**src/rtl/acc_pkg.sv**
```systemverilog
// Shared definitions for the partial-sum accumulator.
//   state_e  : FSM states (accumulate / drain).
//   idx_w    : index width for a given accumulator count (never below 1).
//   sat_max  : all-ones clamp value for a given accumulator width.
package acc_pkg;

   typedef enum logic [0:0] {ACCUM, DRAIN} state_e;

   function automatic int unsigned idx_w(input int unsigned num);
      return (num > 1) ? $clog2(num) : 1;
   endfunction

   function automatic logic [63:0] sat_max(input int unsigned w);
      return (w >= 64) ? '1 : ((64'd1 << w) - 64'd1);
   endfunction

endpackage

```
**src/rtl/acc_sat_add.sv**
```systemverilog
// Combinational ACC_W-bit unsigned adder with optional clamp.
//   a_i, b_i : operands
//   sum_o    : a_i + b_i, clamped to all-ones on overflow when SAT=1, else wrapped
//   ovf_o    : carry out of the ACC_W-bit add
module acc_sat_add
   import acc_pkg::*;
#(
   parameter int unsigned ACC_W = 16,
   parameter bit          SAT   = 1'b1
) (
   input  logic [ACC_W-1:0] a_i,
   input  logic [ACC_W-1:0] b_i,
   output logic [ACC_W-1:0] sum_o,
   output logic             ovf_o
);

   localparam logic [ACC_W-1:0] SatMax = ACC_W'(sat_max(ACC_W));

   logic [ACC_W:0] full;

   always_comb begin
      full  = {1'b0, a_i} + {1'b0, b_i};
      ovf_o = full[ACC_W];
      sum_o = (SAT && ovf_o) ? SatMax : full[ACC_W-1:0];
   end

endmodule

```
**src/rtl/psum_accumulator.sv**
```systemverilog
// Bank of NUM_ACC partial-sum accumulators with a drain stream.
//   clk, rst                  : clock, synchronous active-high reset
//   in_valid/in_ready         : input handshake (ready only while accumulating)
//   in_idx, in_first, p_sum   : target entry, load-not-add flag, partial sum
//   sum_valid, sum_out        : registered echo of the updated entry
//   drain_req, drain_busy     : start / status of the drain sweep
//   out_valid/out_ready       : drain handshake
//   out_idx, out_data         : drained entry index and value
//   sat_flag                  : sticky overflow, cleared when a drain completes
module psum_accumulator
   import acc_pkg::*;
#(
   parameter int unsigned  DATA_W  = 8,
   parameter int unsigned  ACC_W   = 16,
   parameter int unsigned  NUM_ACC = 4,
   parameter bit           SAT     = 1'b1,
   localparam int unsigned IDX_W   = idx_w(NUM_ACC)
) (
   input  logic              clk,
   input  logic              rst,
   input  logic              in_valid,
   output logic              in_ready,
   input  logic [IDX_W-1:0]  in_idx,
   input  logic              in_first,
   input  logic [DATA_W-1:0] p_sum,
   output logic              sum_valid,
   output logic [ACC_W-1:0]  sum_out,
   input  logic              drain_req,
   output logic              drain_busy,
   output logic              out_valid,
   input  logic              out_ready,
   output logic [IDX_W-1:0]  out_idx,
   output logic [ACC_W-1:0]  out_data,
   output logic              sat_flag
);

   localparam logic [IDX_W-1:0] LastIdx = IDX_W'(NUM_ACC - 1);

   state_e           state_q, state_d;
   logic [IDX_W-1:0] ptr_q, ptr_d;
   logic [ACC_W-1:0] acc_q [NUM_ACC];
   logic [ACC_W-1:0] acc_d [NUM_ACC];
   logic [ACC_W-1:0] sum_q, sum_d;
   logic             sum_valid_q, sum_valid_d;
   logic             sat_q, sat_d;

   logic [ACC_W-1:0] acc_sel, add_a, add_sum;
   logic             add_ovf, idx_ok;

   // One adder shared by all entries; a load is an add onto zero.
   always_comb begin
      acc_sel = '0;
      for (int unsigned i = 0; i < NUM_ACC; i++) begin
         if (in_idx == IDX_W'(i)) acc_sel = acc_q[i];
      end
      idx_ok = 32'(in_idx) < NUM_ACC;
      add_a  = in_first ? '0 : acc_sel;
   end

   acc_sat_add #(
      .ACC_W (ACC_W),
      .SAT   (SAT)
   ) u_add (
      .a_i   (add_a),
      .b_i   (ACC_W'(p_sum)),
      .sum_o (add_sum),
      .ovf_o (add_ovf)
   );

   always_comb begin
      state_d     = state_q;
      ptr_d       = ptr_q;
      sum_d       = '0;
      sum_valid_d = 1'b0;
      sat_d       = sat_q;
      for (int unsigned i = 0; i < NUM_ACC; i++) acc_d[i] = acc_q[i];

      unique case (state_q)
         ACCUM: begin
            // An input arriving with drain_req lands before the sweep starts.
            if (in_valid && idx_ok) begin
               for (int unsigned i = 0; i < NUM_ACC; i++) begin
                  if (in_idx == IDX_W'(i)) acc_d[i] = add_sum;
               end
               sum_d       = add_sum;
               sum_valid_d = 1'b1;
               if (add_ovf) sat_d = 1'b1;
            end
            if (drain_req) begin
               state_d = DRAIN;
               ptr_d   = '0;
            end
         end
         DRAIN: begin
            if (out_ready) begin
               for (int unsigned i = 0; i < NUM_ACC; i++) begin
                  if (ptr_q == IDX_W'(i)) acc_d[i] = '0;
               end
               if (ptr_q == LastIdx) begin
                  state_d = ACCUM;
                  ptr_d   = '0;
                  sat_d   = 1'b0;
               end else begin
                  ptr_d = ptr_q + 1'b1;
               end
            end
         end
         default: state_d = ACCUM;
      endcase
   end

   always_ff @(posedge clk) begin
      if (rst) begin
         state_q     <= ACCUM;
         ptr_q       <= '0;
         sum_q       <= '0;
         sum_valid_q <= 1'b0;
         sat_q       <= 1'b0;
         for (int unsigned i = 0; i < NUM_ACC; i++) acc_q[i] <= '0;
      end else begin
         state_q     <= state_d;
         ptr_q       <= ptr_d;
         sum_q       <= sum_d;
         sum_valid_q <= sum_valid_d;
         sat_q       <= sat_d;
         for (int unsigned i = 0; i < NUM_ACC; i++) acc_q[i] <= acc_d[i];
      end
   end

   always_comb begin
      out_data = '0;
      if (state_q == DRAIN) begin
         for (int unsigned i = 0; i < NUM_ACC; i++) begin
            if (ptr_q == IDX_W'(i)) out_data = acc_q[i];
         end
      end
   end

   assign in_ready   = (state_q == ACCUM);
   assign drain_busy = (state_q == DRAIN);
   assign out_valid  = drain_busy;
   assign out_idx    = drain_busy ? ptr_q : '0;
   assign sum_out    = sum_q;
   assign sum_valid  = sum_valid_q;
   assign sat_flag   = sat_q;

endmodule

```
**config.mk**
```make
export PLATFORM = sky130hd
export DESIGN_NAME = psum_accumulator
export DESIGN_NICKNAME = d
export VERILOG_FILES = /design/src/rtl/acc_pkg.sv /design/src/rtl/acc_sat_add.sv /design/src/rtl/psum_accumulator.sv
export SDC_FILE = /design/constraint.sdc
export NUM_CORES = 1
export LEC_CHECK = 0
export ABC_AREA = 1
export CAP_MARGIN = 0
export CORE_MARGIN = 1.5
export CORE_UTILIZATION = 55
export DETAILED_ROUTE_END_ITERATION = 12
export HOLD_SLACK_MARGIN = 0.08
export PLACE_DENSITY = 0.79
export SLEW_MARGIN = 10
export SYNTH_ARGS = -nofsm -noshare
export SYNTH_HDL_FRONTEND = slang
export SYNTH_SLANG_ARGS = --single-unit
```
**constraint.sdc**
```tcl
create_clock -name clk -period 6.26 [get_ports clk]
set_clock_uncertainty 0.2 [all_clocks]
set_input_delay 0.939 -clock clk [delete_from_list [all_inputs] [get_ports clk]]
set_output_delay 0.939 -clock clk [all_outputs]
set_load 0.02 [all_outputs]
```
==> results.cfg, run 1 <==
[clock_tree]
cts_setup_buffers = 0
clkSinkCount = 85
worstSkewPairLatency_ns = 0.37
num_cts_buffers = 9
clkTransAtPathRegs_ns = 0.08
cts_root_buf = sky130_fd_sc_hd__clkbuf_8
cts_repair_resize_count = 0
cts_buffer_depth = 2
cts_tree = done
ctsHoldBuffers = 0
level_count_of_the_clock_h_tree = 3

[pwr]
irDropWorstVdd_mv = 0.127
power.combinational.fraction_pct = 19.5
power_density_relative_to_cell_area_mw_per_mm2 = 239
intPower_uw = 878
swShare_pct = 31.7
p_total_mw = 1.29
leakage_nw = 2.20
p_clk_share_pct = 35.1
switching_power_uw = 408
part_of_the_power_in_registers_pct = 45.5

[sta]
worst-slew-pin-transition_ns = 1.10
maxClockFrequency_mhz = 221
setup_total_negative_slack_ns = 0
hold_viol = 0
final.min_clock_period_ns = 4.52
drv_slew = 0
slew_headroom_pct = 26.7
unrepaired_setup_endpoints_after_global_routing = no
post-route-period-util_pct = 72.2
setup-violations-final = 0

[cells_and_area]
layout-drive-gt1-share_pct = 8.86
fin_util_pct = 65.6
stdcell_area_mm2 = 0.00539
layout_stage_area_growth_over_the_synthesis_result_pct = 15.1
fillerInstances = 746
num_antenna_cells = 0
nets = 724
post_layout_nonfiller_instances = 805

[floorplanning]
ioPinCount = 55
initial_core_util_pct = 56.9
floorplan.die.width_um = 95.2
floorplan.die.height_um = 95.2
core_area_mm2 = 0.00822
rows = 33
fp.dieArea_mm2 = 0.00907

[detailed_routing]
first_iter_violations = 583
wire_per_inst_um = 18.0
wl_met2_mm = 6.30
detail_route.wirelength.met1_mm = 6.14
route.detailed.vias_per_inst = 6.00
drc_errors = 0
vias = 4831
antenna_left = 0
drt_wl_total_mm = 14.5
dr.max_layer_used = met4
total_iterations_of_the_first_detailed_routing_run = 6
routed_length_on_met3_mm = 1.70

[worst_setup_path]
worstPathMaxFanout = 19
cpMaxStageDelayCell = sky130_fd_sc_hd__clkdlybuf4s50_1
worst_path_most_repeated_cell = sky130_fd_sc_hd__nand2_1
max_stage_delay_ns = 0.45
cp-end-kind = flop
critical_path_data_required_time_ns = 6.27
reg2regPathDepth = 14
path_cells = clkdlybuf4s50_1 > buf_4 > inv_1 > nor2_1 > clkinv_1 > o221ai_1 > a21oi_1 > ha_1 > fa_1 > nand3_1 > nand2_1 > nand2_1 > nand2_1 > nand2_2 > nor2_4 > nand2_4 > nand3_1 > nand2_1 > a21oi_1
worstSetupStartpointType = input pin
setup.worst_path.class = input pin to flop
worst-endpoint-arrival_ns = 4.53

[placement]
dp.final_hpwl_mm = 9.82
place_inst = 789
post_dp_area_mm2 = 0.00516
port-buffer-count = 54
gpl.final_weighted_congestion = 0.993

[global_routing]
antenna_found_initial = 0
wire_length_of_the_first_global_routing_pass_mm = 22.7
number_of_global_route_vias_before_repair = 4459
track_usage_pct = 33.1
gr-total-overflow = 0
maximum_number_of_pins_on_one_net_before_global_route_repair = 36

[synthesis]
ys_ff_latch = 85
proportion_of_synthesized_chip_area_in_sequential_cells_pct = 36.4
synth.lib_cells_used.distinct = 40
syn_nets = 693
ys_dominant_reg_cell = sky130_fd_sc_hd__dfxtp_1
post_synth.cell_area_avg_um2 = 7.05
post_syn_area_mm2 = 0.00468
synth-edff-count = 0
async_reset_ff_share_pct = 0
synthCells = 664
yosys_warnings = 0

[worst_hold_path]
min_delay_path_depth = 2
hp-class = flop to flop

[run]
drv.max_cap_violation_count = 0

[outcome]
outcome = finished clean
final timing paths:
kind | from | to | slack [ns]
hold reg to reg | sat_flag | sat_flag | 0.26
hold / removal | sat_flag | sat_flag | 0.26
setup / recovery | in_idx[1] | acc_q[0][15] | 1.74
setup reg to reg | acc_q[1][5] | acc_q[0][15] | 3.19
cell usage in the layout, fill, tap and decap left out, types with 5 or more instances in the layout:
| cell | synthesis | routed |
|---|---|---|
| sky130_fd_sc_hd__o31ai_1 | 15 | 15 |
| sky130_fd_sc_hd__clkbuf_8 | 3 | 9 |
| sky130_fd_sc_hd__nand3_1 | 26 | 26 |
| sky130_fd_sc_hd__a21oi_1 | 82 | 82 |
| sky130_fd_sc_hd__o221ai_1 | 8 | 8 |
| sky130_fd_sc_hd__o21ai_0 | 59 | 58 |
| sky130_fd_sc_hd__inv_1 | 40 | 40 |
| sky130_fd_sc_hd__a31oi_1 | 17 | 17 |
| sky130_fd_sc_hd__nand2_1 | 165 | 165 |
| sky130_fd_sc_hd__nand2_2 | 16 | 16 |
| sky130_fd_sc_hd__nor2_1 | 55 | 55 |
| sky130_fd_sc_hd__clkdlybuf4s50_1 | 0 | 54 |
| sky130_fd_sc_hd__ha_1 | 12 | 12 |
| sky130_fd_sc_hd__dfxtp_1 | 85 | 85 |
| sky130_fd_sc_hd__nand2_4 | 10 | 10 |
| sky130_fd_sc_hd__buf_4 | 2 | 5 |
critical path: cells and delay by family:
kind	cells	cell delay, ns
adders and majority gates	2	0.64
buffers and inverters	4	1.15
AOI/OAI and AO/OA	3	0.43
and+or+nand+nor	10	1.33
synth_stat cells, types with 8 or more instances:
| cell | number | share of area, % |
|---|---|---|
| sky130_fd_sc_hd__a21oi_1 | 82 | 8.8 |
| sky130_fd_sc_hd__o21ai_0 | 59 | 6.3 |
| sky130_fd_sc_hd__clkbuf_1 | 22 | 1.8 |
| sky130_fd_sc_hd__nand2_1 | 165 | 13 |
| sky130_fd_sc_hd__nand2_2 | 16 | 2.1 |
| sky130_fd_sc_hd__o221ai_1 | 8 | 1.5 |
| sky130_fd_sc_hd__inv_1 | 40 | 3.2 |
| sky130_fd_sc_hd__dfxtp_1 | 85 | 36 |
| sky130_fd_sc_hd__nor2_1 | 55 | 4.4 |
| sky130_fd_sc_hd__nand2_4 | 10 | 2.4 |
| sky130_fd_sc_hd__ha_1 | 12 | 3.2 |
| sky130_fd_sc_hd__nand3_1 | 26 | 2.8 |
| sky130_fd_sc_hd__a31oi_1 | 17 | 2.3 |
| sky130_fd_sc_hd__o31ai_1 | 15 | 2.4 |
per-stage QoR:
stage	hold WS, ns	worst slack [ns]
6_report	0.256	1.74
5_1_grt	0.291	1.49
4_1_cts	0.262	1.81
3_5_place_dp	0.250	1.46
3_3_place_gp	0.237	1.59
2_1_floorplan	0.245	2.67
final cells by class:
class                      count  area [um2]  share of cell area, %
tap                          105         131                   2.44
timing repair buffer          59         578                   10.7
clock buffer                  10         128                   2.37
multi-input combinational    496        2590                   48.0
inverter                      44         166                   3.09
sequential                    85        1700                   31.6
clock inverter                 6        95.1                   1.77
per-layer routing:
metal / vias up / track usage, %
li1: 2273 / -
met1: 2184 / 46.2
met2: 336 / 49.2
met3: 38 / 7.10
met4: 0 / 13.3
met5: - / 0
cell families after synthesis:
family / count (synthesis) / share of synthesized area (%)
AO/OA/AOI/OAI: 187 / 22.1
XOR/XNOR: 8 / 1.50
flip-flops: 85 / 36.4
adder cells (fa/ha/maj): 13 / 3.64
AND/OR/NAND/NOR: 288 / 27.7
buffers and inverters: 83 / 8.69
registers in the layout (all words and copies together), names as in the netlist:
| name | flops |
|---|---|
| sat_flag | 1 |
| acc_q | 64 |
| sum_out | 16 |
| sum_valid | 1 |
| ptr_q | 2 |
| drain_busy | 1 |
power groups by stage:
stage	Combinational [mW]	Clock, mW	Sequential [mW]
after floorplan	0.165	0	0.595
after global placement	0.239	0	0.596
after detailed placement	0.243	0	0.596
after CTS	0.244	0.447	0.584
after global routing	0.269	0.466	0.588
final	0.250	0.451	0.585
No activity file was read; power rests on OpenSTA's default activity.
==> run 2, diff against run 1 <==
clock period = 4.3 ns   (was 6.26 ns; I/O delays follow)
==> run 2 against run 1 <==
Net effect: utilization increased by 1.1 points; critical path depth decreased by 12; flip-flop and latch count unchanged; via count increased by 4.7%; sequential share of layout area decreased by 0.53 points; global-route usage increased by 1.1 points; die area unchanged; wire length increased by 2.8%; cell count increased by 1.7%; register-to-register slack got worse by 1.8 ns; design area increased by 1.7%; critical path type is now flop to output pin.
==> results.cfg, run 2 (same netlist as run 1, synthesis figures left out) <==
[global_routing]
maximum_number_of_pins_on_one_net_before_global_route_repair = 36
wire_length_of_the_first_global_routing_pass_mm = 23.5
antenna_found_initial = 0
track_usage_pct = 34.1
gr-total-overflow = 0
number_of_global_route_vias_before_repair = 4526

[clock_tree]
num_cts_buffers = 9
cts_root_buf = sky130_fd_sc_hd__clkbuf_8
cts_buffer_depth = 2
cts_setup_buffers = 0
ctsHoldBuffers = 0
cts_repair_resize_count = 0
level_count_of_the_clock_h_tree = 3
cts_tree = done
clkTransAtPathRegs_ns = 0.09
worstSkewPairLatency_ns = 0.37
clkSinkCount = 85

[worst_setup_path]
cp-end-kind = output pin
regToRegSetupSlack_ns = 1.34
worstSetupStartpointType = flop
critical_path_data_required_time_ns = 3.45
setup.worst_path.class = flop to output pin
worst-endpoint-arrival_ns = 3.33
worstPathMaxFanout = 24

[pwr]
p_total_mw = 1.86
leakage_nw = 2.26
irDropWorstVdd_mv = 0.165
power_density_relative_to_cell_area_mw_per_mm2 = 339

[detailed_routing]
antenna_left = 0
drc_errors = 0
route.detailed.vias_per_inst = 6.18
drt_wl_total_mm = 14.9
first_iter_violations = 630
total_iterations_of_the_first_detailed_routing_run = 7
vias = 5060
wire_per_inst_um = 18.2

[sta]
setup_total_negative_slack_ns = 0
drv_slew = 0
worst-slew-pin-transition_ns = 1.00
setup-violations-final = 0
post-route-period-util_pct = 97.1
slew_headroom_pct = 33.0
maxClockFrequency_mhz = 239
hold_slack_ns = 0.260
hold_viol = 0
final.min_clock_period_ns = 4.18
unrepaired_setup_endpoints_after_global_routing = no

[cells_and_area]
max_flop_register = acc_q
layout_stage_area_growth_over_the_synthesis_result_pct = 17.1
mostFrequentLayoutCell = sky130_fd_sc_hd__nand2_1
fillerInstances = 710
nets = 738
num_antenna_cells = 0
layout-drive-gt1-share_pct = 10.6
stdcell_area_mm2 = 0.00548
mostFrequentLayoutCells = sky130_fd_sc_hd__nand2_1 (165), sky130_fd_sc_hd__dfxtp_1 (85), sky130_fd_sc_hd__a21oi_1 (82), sky130_fd_sc_hd__o21ai_0 (58), sky130_fd_sc_hd__nor2_1 (55)
largest_register_ff_count = 64
post_layout_nonfiller_instances = 819

[floorplanning]
floorplan.die.width_um = 95.2
initial_core_util_pct = 56.9
ioPinCount = 55
rows = 33
floorplan.die.height_um = 95.2
fp.dieArea_mm2 = 0.00907
core_area_mm2 = 0.00822

[placement]
port-buffer-count = 54
post_dp_area_mm2 = 0.00526
place_inst = 803
dp.final_hpwl_mm = 10.0
gpl.final_weighted_congestion = 0.987

[worst_hold_path]
hp-class = flop to flop

[run]
drv.max_cap_violation_count = 0

[outcome]
outcome = finished clean
-- run 2: final cells by class --
| cell class | count | area, um2 | share of cell area [%] |
|---|---|---|---|
| clock inverter | 5 | 65.1 | 1.19 |
| multi-input combinational | 496 | 2580 | 47.1 |
| timing repair buffer | 73 | 683 | 12.5 |
| tap | 105 | 131 | 2.40 |
| inverter | 44 | 166 | 3.04 |
| sequential | 85 | 1700 | 31.1 |
| clock buffer | 11 | 151 | 2.76 |
-- run 2: per-layer routing --
metal	vias to the layer above	share of wire, %	GRT usage, %
li1	2310	-	-
met1	2330	41	47.0
met2	359	43	51.8
met3	61	12	5.90
met4	0	3.4	15.5
met5	-	0	0
-- run 2: final timing paths --
check                                  from          end  cells after the start
worst max register to register  acc_q[1][0]  acc_q[3][4]                     17
worst max-delay path               ptr_q[1]  out_data[6]                      7
worst min-delay path               sat_flag     sat_flag                      2
worst min register to register     sat_flag     sat_flag                      2
-- run 2: worst max-delay path: stages (launching register included) --
cell                              delay, ns
sky130_fd_sc_hd__dfxtp_1               0.37
sky130_fd_sc_hd__inv_1                 0.10
sky130_fd_sc_hd__ha_1                  0.48
sky130_fd_sc_hd__inv_1                 0.51
sky130_fd_sc_hd__o21ai_0               0.36
sky130_fd_sc_hd__a31oi_1               0.10
sky130_fd_sc_hd__o31ai_1               0.37
sky130_fd_sc_hd__clkdlybuf4s50_1       0.67
-- run 2: stage by stage --
step                      setup WS [ns]  util (%)
after floorplan                    1.01         -
after global placement            0.261      64.0
after detailed placement          0.160      64.0
after CTS                         0.234      66.7
after global routing             0.0646      66.7
final                             0.125      66.7
-- run 2: report_power, final --
| part | leakage, nW | internal (mW) | switching [mW] |
|---|---|---|---|
| logic | 1.46 | 0.131 | 0.246 |
| registers | 0.691 | 0.823 | 0.0286 |
| clock network | 0.111 | 0.307 | 0.321 |
| total | 2.26 | 1.26 | 0.596 |
==> run 3, diff against run 2 <==
GPL_ROUTABILITY_DRIVEN = 0   (was default)
PLACE_DENSITY = default   (was 0.79)
PLACE_DENSITY_LB_ADDON = 0.12   (was default)
==> run 3 against run 2 <==
Net effect: clock power up 3.2%; worst setup slack better by 0.051 ns; worst hold slack worse by 0.0051 ns; sequential power barely moved; global-route usage decreased by 0.81 points; first-iteration DRC count decreased by 5.6%; combinational power decreased by 2%; die area is the same; wire length shrank 2.5%; register-to-register slack improved by 0.02 ns; fmax increased by 1.2%; sequential share of layout area rose by 0.10 points.
==> results.cfg, run 3 (same netlist as run 1, synthesis figures left out) <==
[outcome]
outcome = finished clean

[sta]
setup-violations-final = 0
post-route-period-util_pct = 95.9
unrepaired_setup_endpoints_after_global_routing = no
setup_total_negative_slack_ns = 0
hold_slack_ns = 0.255
maxClockFrequency_mhz = 242
worst-slew-pin-transition_ns = 1.00
hold_viol = 0
drv_slew = 0
slew_headroom_pct = 33.0
final.min_clock_period_ns = 4.12

[clock_tree]
cts_repair_resize_count = 0
ctsHoldBuffers = 0
clkSinkCount = 85
clkTransAtPathRegs_ns = 0.09
cts_buffer_depth = 2
cts_root_buf = sky130_fd_sc_hd__clkbuf_8
num_cts_buffers = 9
level_count_of_the_clock_h_tree = 3
worstSkewPairLatency_ns = 0.37
cts_setup_buffers = 0
cts_tree = done

[pwr]
leakage_nw = 2.25
power.combinational.fraction_pct = 19.8
power_density_relative_to_cell_area_mw_per_mm2 = 342
swShare_pct = 31.3
part_of_the_power_in_registers_pct = 45.6
irDropWorstVdd_mv = 0.174
switching_power_uw = 586
intPower_mw = 1.28
p_clk_share_pct = 34.6

[detailed_routing]
wire_per_inst_um = 17.8
route.detailed.vias_per_inst = 6.04
antenna_left = 0
drt_wl_total_mm = 14.5
vias = 4927
total_iterations_of_the_first_detailed_routing_run = 5
drc_errors = 0
first_iter_violations = 595

[worst_setup_path]
cp-end-kind = output pin
setup.worst_path.class = flop to output pin
critical_path_data_required_time_ns = 3.45
max_stage_delay_ns = 0.67
worstPathMaxFanout = 24
path_cells = inv_1 > ha_1 > inv_1 > o21ai_0 > a31oi_1 > o31ai_1 > clkdlybuf4s50_1
worst_path_most_repeated_cell = sky130_fd_sc_hd__inv_1
worstSetupStartpointType = flop
worst_path_dominant_cell_family = buffers and inverters
cpMaxStageDelayCell = sky130_fd_sc_hd__clkdlybuf4s50_1
worstPathBufferInverterCount = 3
worst-endpoint-arrival_ns = 3.28

[cells_and_area]
mostFrequentLayoutCell = sky130_fd_sc_hd__nand2_1
post_layout_nonfiller_instances = 816
max_flop_register = acc_q
num_antenna_cells = 0
largest_register_ff_count = 64
fin_util_pct = 66.5
nets = 735
layout_stage_area_growth_over_the_synthesis_result_pct = 16.7
layout-drive-gt1-share_pct = 10.1
mostFrequentLayoutCells = sky130_fd_sc_hd__nand2_1 (165), sky130_fd_sc_hd__dfxtp_1 (85), sky130_fd_sc_hd__a21oi_1 (82), sky130_fd_sc_hd__o21ai_0 (58), sky130_fd_sc_hd__nor2_1 (55)

[global_routing]
number_of_global_route_vias_before_repair = 4370
wire_length_of_the_first_global_routing_pass_mm = 22.7
maximum_number_of_pins_on_one_net_before_global_route_repair = 35
gr-total-overflow = 0
track_usage_pct = 33.3
antenna_found_initial = 0

[floorplanning]
ioPinCount = 55
floorplan.die.width_um = 95.2
rows = 33
core_area_mm2 = 0.00822
floorplan.die.height_um = 95.2
initial_core_util_pct = 56.9
fp.dieArea_mm2 = 0.00907

[placement]
port-buffer-count = 54
dp.final_hpwl_mm = 9.95
place_inst = 800

[run]
drv.max_cap_violation_count = 0

[worst_hold_path]
hp-class = flop to flop
## run 3: tightest hold or removal path, delay by kind of cell, from the launching register on
kind | cells | cell delay, ns
flip-flops | 1 | 0.32
buffers and inverters | 1 | 0.05
AO/OA/AOI/OAI | 1 | 0.05
## run 3: power by group through the flow
stage	Combinational [mW]	Sequential, mW	Clock [mW]
after floorplan	0.241	0.866	0
after global placement	0.354	0.868	0
after detailed placement	0.360	0.868	0
after CTS	0.361	0.851	0.650
after global routing	0.397	0.857	0.677
final	0.370	0.852	0.648
## run 3: layout make-up
| cell class | count | area, um2 |
|---|---|---|
| repair buffers | 70 | 661 |
| clock inverters | 6 | 93.8 |
| well taps | 105 | 131 |
| fillers | 743 | 2760 |
| flip-flops and latches | 85 | 1700 |
| inverters | 44 | 166 |
| multi-input cells | 496 | 2580 |
| clock buffers | 10 | 128 |
## run 3: through the flow
stage	total power [mW]	instance area (um2)	setup WS, ns
5_1_grt	1.93	5460	0.0934
2_1_floorplan	1.11	4680	1.01
6_report	1.87	5460	0.175
3_3_place_gp	1.22	5240	0.120
3_5_place_dp	1.23	5240	0.0499
4_1_cts	1.86	5460	0.325
## run 3: path summary, 6_finish.rpt
kind                    start          end  cells past startpoint  slack, ns
setup / recovery     ptr_q[1]  out_data[6]                      7       0.18
setup reg to reg  acc_q[1][0]  acc_q[0][1]                     17       1.36
hold reg to reg      sat_flag     sat_flag                      2       0.25
hold / removal       sat_flag     sat_flag                      2       0.25
## run 3: metal layers
| metal | wire, um | global-route usage, % | up-vias | share of wire [%] |
|---|---|---|---|---|
| li1 | - | - | 2292 | - |
| met2 | 6120 | 48.0 | 339 | 42 |
| met5 | 0 | 0 | - | 0 |
| met1 | 6170 | 48.5 | 2247 | 43 |
| met4 | 400 | 14.1 | 0 | 2.8 |
| met3 | 1820 | 5.74 | 49 | 13 |
